File: config.mk
export PLATFORM = sky130hd
export DESIGN_NAME = kbd_scan_rx
export DESIGN_NICKNAME = d
export VERILOG_FILES = /design/src/rtl/kbd_scan_rx.sv
export SDC_FILE = /design/constraint.sdc
export NUM_CORES = 1
export LEC_CHECK = 0
export ABC_AREA = 1
export BUFFER_PORTS_ARGS = -buffer_cell sky130_fd_sc_hd__buf_2
export CORE_ASPECT_RATIO = 0.9
export CORE_MARGIN = 3
export CORE_UTILIZATION = 60
export DETAILED_ROUTE_END_ITERATION = 8
export PLACE_DENSITY = 0.81
export RECOVER_POWER = 100
export SLEW_MARGIN = 20
export SYNTH_ARGS = -nofsm -noshare
export SYNTH_HDL_FRONTEND = slang
export SYNTH_SLANG_ARGS = --single-unit
File: constraint.sdc
create_clock -name clk -period 2.9 [get_ports clk]
set_clock_uncertainty 0.15 [all_clocks]
set_input_delay 0.29 -clock clk [delete_from_list [all_inputs] [get_ports clk]]
set_output_delay 0.29 -clock clk [all_outputs]
set_load 0.01 [all_outputs]
File: src/rtl/kbd_scan_rx.sv
// kbd_scan_rx: PC keyboard serial receiver; assembles a start+8 bit frame, strobes the ls374 pair and holds IRQ1 until ack.
`timescale 1ns/1ps
module kbd_scan_rx #(
    parameter int SYNC_STAGES = 2,
    parameter int TIMEOUT     = 2000,
    parameter int TW          = 11
) (
    input  logic       clk,
    input  logic       rst,
    input  logic       kbd_clk,
    input  logic       kbd_data,
    input  logic       ack,
    output logic [7:0] code,
    output logic       g,
    output logic       irq,
    output logic       kbd_inhibit,
    output logic       busy
);
    typedef enum logic [1:0] {IDLE, SHIFT, STROBE, HOLD} state_t;
    state_t state, state_nxt;
    logic [SYNC_STAGES-1:0] clk_sync, data_sync;
    logic clk_prev;
    logic [6:0] sr;
    logic [3:0] cnt;
    logic [TW-1:0] tmo, tmo_inc;
    logic fall, sample, last, timed_out;
    assign fall      = clk_prev & ~clk_sync[SYNC_STAGES-1];
    assign sample    = data_sync[SYNC_STAGES-1];
    assign last      = fall && cnt == 4'd7;
    assign tmo_inc   = tmo + TW'(1);
    assign timed_out = tmo_inc == TW'(TIMEOUT);
    always_ff @(posedge clk)
        if (rst) state <= IDLE;
        else     state <= state_nxt;
    always_comb begin
        state_nxt = state;
        unique case (state)
            IDLE:   state_nxt = (fall && sample) ? SHIFT : IDLE;
            SHIFT:  state_nxt = last ? STROBE : (!fall && timed_out) ? IDLE : SHIFT;
            STROBE: state_nxt = HOLD;
            HOLD:   state_nxt = ack ? IDLE : HOLD;
        endcase
    end
    always_comb begin
        irq         = state == STROBE || state == HOLD;
        kbd_inhibit = state == STROBE || state == HOLD;
        busy        = state == SHIFT;
    end
    // g is registered off STROBE so code has a full settled cycle before the latches load
    always_ff @(posedge clk) begin
        if (rst) begin
            clk_sync  <= '1;
            data_sync <= '1;
            clk_prev  <= 1'b1;
            sr        <= '0;
            cnt       <= '0;
            tmo       <= '0;
            code      <= '0;
            g         <= 1'b0;
        end else begin
            clk_sync  <= {clk_sync[SYNC_STAGES-2:0], kbd_clk};
            data_sync <= {data_sync[SYNC_STAGES-2:0], kbd_data};
            clk_prev  <= clk_sync[SYNC_STAGES-1];
            g         <= state == STROBE;
            if (state == IDLE && fall && sample) begin
                cnt <= '0;
                tmo <= '0;
            end
            if (state == SHIFT) begin
                if (fall) begin
                    sr  <= {sample, sr[6:1]};
                    cnt <= cnt + 4'd1;
                    tmo <= '0;
                    if (last) code <= {sample, sr};
                end else begin
                    tmo <= timed_out ? tmo : tmo_inc;
                end
            end
        end
    end
endmodule

==> metrics.md <==
| Metric | Value |
|---|---|
| Worst Max-Slew Pin Slew | ~760 ps |
| Initial DRT Pass Iterations | 4 |
| Hold Crit Class | primary input to flip-flop |
| Share of layout cells above drive strength 1 | 0.0982 |
| Hold WS | ~130 ps |
| # resized after CTS | 0 |
| Mux cell area share after synthesis | 0 |
| Worst R2R End | tmo[1] |
| Final setup viols | 0 |
| Seq/Total Area, Yosys | 0.424 |
| Internal | around 0.00087 W |
| Hold Crit Start | ack |
| Area share of fa/ha/maj cells after synthesis | 0.0139 |
| P per Cell Area | about 570 mW/mm² |
| Comb pwr share | 0.086 |
| Area growth syn-to-layout | 10.5% |
| Vias | about 1600 |
| Fmax | ~410 MHz |
| Fill cells | 250 |
| Synth Area per Inst | between 6 and 7 µm² |
| Part of the cycle the worst path needs | 0.832 |
| Final hold vios | 0 |
| Clock sink count | 38 |
| Clock Power Share | 0.413 |
| Die area | between 0.003 and 0.004 mm² |
| Initial core utilization | 0.643 |
| Final nets | ~280 |
| Arrival @ worst endpoint | 2500 ps |
| Sequential Power Share | 0.501 |
| # hold bufs at CTS | 2 |
| Ys Warns | 0 |
| Xor/xnor cell area share of the yosys netlist | 0 |
| FF+latch count, synth | 38 |
| Headroom to the max-slew limit | 0.492 |
| CP max FO | 15 |
| Psw | around 0.00025 W |
| Root Buffer | clkbuf_4 |
| Status | finished clean |
| IO Pins | 17 |
| Static Leakage | roughly 0.84 nW |
| Skew-Pair Late Insertion Delay | ~350 ps |
| Total gr overflow | 0 |
| Unrepaired setup endpoints after global routing | false |
| Complex-gate fraction of the synthesized area | 0.109 |
| Gate Count Post-Synth | 257 |
| VDD IR max | 0.000466 V |
| Clock Path Buffers | 2 |
| PortBufs | 16 |
| # rows | 18 |
| Die Height | roughly 58 µm |
| Largest family of logic cells by synthesized area | simple AND/OR/NAND/NOR gates |
| Worst-path clk slew | 110 ps |
| First-pass GRT wire length | 6240 µm |
| Reg2reg start | tmo[0] |
| Routed vias/inst | around 5.1 |
| Total CTS buffers | 5 |
| Critical path class | flip-flop to flip-flop |
| Simple-gate share of the synthesized area | 0.373 |
| Pin count of the biggest net entering global routing | 23 |
| Yosys cell types | 27 |
| Routability cong. | roughly 0.9 |
| DP Wirelength | roughly 2600 µm |
| Startpoint types | flip-flop |
| Worst setup EP type | flip-flop |
| Initial DRC count | 108 |
| Synthesized cell area | between 0.0015 and 0.002 mm² |
| Post-route ant nets | 0 |
| # DRC | 0 |
| Worst EP required | around 3000 ps |
| Hold path cells | 4 |
| Tot GR Track Use | 0.216 |
| Chip width | about 64 µm |
| Vias in the first global route | between 1000 and 1500 |
| CTS H-tree lvls | 2 |
| Min Clock Period, post-route | ~2400 ps |
| Antenna violations before repair | 0 |
| Fin Setup TNS | 0 ps |
| DRT Wirelength | roughly 3600 µm |
| Max Slew Vio Count | 0 |
| Wirelength per Cell | between 10 and 15 µm |
| Sw frac | 0.226 |
| CTS tree | done |
| Post-CTS Setup Inserts | 0 |
| FF-to-FF path depth | 12 |
| Internal reg-to-reg setup slack | 490 ps |
| Worst-case hold path end point | state[1] |
| ANT cells | 0 |
| Mapped Nets | roughly 260 |
| Max_cap viols | 0 |
| Core Region | around 0.0028 mm² |
## critical path, stage by stage (launching register included)
cell and delay [ps]:
dfxtp_1 420, ha_1 190, nand2_1 130, nor2_1 270, nand2_1 80, nand2_1 110
nand3_2 80, nor2_1 200, nand3_4 220, nand2_1 260, nand2_1 100, nand2_1 70
nor2_1 50
## through the flow
stage	area [µm²]	total power, W	utilization	worst slack [ps]	std cells
final	1980	0.00112	0.710	486	315
after global routing	1980	0.00117	0.710	275	315
after CTS	2020	0.00113	0.723	782	315
after detailed placement	1890	0.000667	0.676	794	305
after global placement	1890	0.000666	0.676	856	305
after floorplan	1800	0.000644	-	1080	257
## registers in the layout (all words and copies together) (netlist names)
register   cells
tmo           11
code           8
sr             7
cnt            4
clk_sync       2
data_sync      2
state          2
clk_prev       1
g              1
## cell usage in the layout (no fill, tap or decap)
cell type,synthesis,final
dlygate4sd3_1,0,2
o21ai_0,11,11
a22oi_1,1,1
nand3b_1,1,1
ha_1,2,2
a211oi_1,2,2
buf_4,1,1
o21ai_1,1,1
or2_2,4,4
nand3_4,1,1
nand3_2,5,5
a21oi_1,21,21
buf_2,4,3
inv_2,3,1
dfxtp_1,38,38
a311oi_1,1,1
nand3_1,17,17
clkbuf_8,0,1
nand4_1,3,3
or2_0,1,1
inv_1,21,23
nor3_1,1,1
nand2_2,3,1
bufinv_16,0,2
nor2_1,44,46
clkbuf_1,4,14
nor2_4,2,1
clkbuf_4,0,5
nand2_1,61,63
nor2_2,3,2
## synth_stat cells, drive strengths merged
| cell type | count | area (µm²) |
|---|---|---|
| o21ai | 12 | 60.1 |
| buf | 6 | 38.8 |
| nand3b | 1 | 7.51 |
| nand4 | 3 | 18.8 |
| nand2 | 64 | 248 |
| a211oi | 2 | 15.0 |
| ha | 2 | 25.0 |
| nor2 | 49 | 206 |
| dfxtp | 38 | 761 |
| clkbuf | 4 | 15.0 |
| a22oi | 1 | 7.51 |
| inv | 24 | 90.1 |
| nor3 | 1 | 5.00 |
| nand3 | 23 | 153 |
| a21oi | 21 | 105 |
| a311oi | 1 | 8.76 |
| or2 | 5 | 31.3 |
## worst max path at each step
| stage | start | endpoint | slack, ps | cells after the start |
|---|---|---|---|---|
| after CTS | tmo[0] | tmo[1] | 780 | 12 |
| after global routing | tmo[0] | tmo[1] | 270 | 12 |
| after global placement | tmo[0] | tmo[8] | 860 | 12 |
| final | tmo[0] | tmo[1] | 490 | 12 |
| after floorplan | tmo[0] | tmo[3] | 1080 | 11 |
| after detailed placement | tmo[0] | tmo[1] | 790 | 12 |
## kinds of logic (layout without fill, tap and decap cells)
| family | Yosys count | in the layout |
|---|---|---|
| simple gates | 146 | 146 |
| flops | 38 | 38 |
| compound gates | 37 | 37 |
| buf+inv | 34 | 52 |
| fa+ha+maj | 2 | 2 |
## power by group through the flow
| stage | clock network [W] | registers (W) | logic (W) |
|---|---|---|---|
| floorplan | 0 | 0.000568 | 0.0000768 |
| global placement | 0 | 0.000573 | 0.0000928 |
| detailed placement | 0 | 0.000573 | 0.0000943 |
| CTS | 0.000468 | 0.000561 | 0.0000971 |
| global route | 0.000495 | 0.000564 | 0.000111 |
| finish | 0.000463 | 0.000562 | 0.0000962 |
## cell type report
| type | count | area (µm²) | area share |
|---|---|---|---|
| multi-input combinational | 185 | 876 | 0.442 |
| inverter | 24 | 90.1 | 0.0454 |
| sequential | 38 | 761 | 0.384 |
| tap | 40 | 50.0 | 0.0252 |
| clock buffer | 6 | 51.3 | 0.0259 |
| timing repair buffer | 20 | 95.1 | 0.0479 |
| clock inverter | 2 | 60.1 | 0.0303 |
## layer usage
metal | part of all wire | track usage | vias up
met5 | 0 | 0 | -
met4 | 0.016 | 0.0862 | 0
met3 | 0.056 | 0.0523 | 8
met2 | 0.43 | 0.324 | 42
met1 | 0.50 | 0.302 | 688
li1 | - | - | 860
Power figures use the tool's default switching activity.
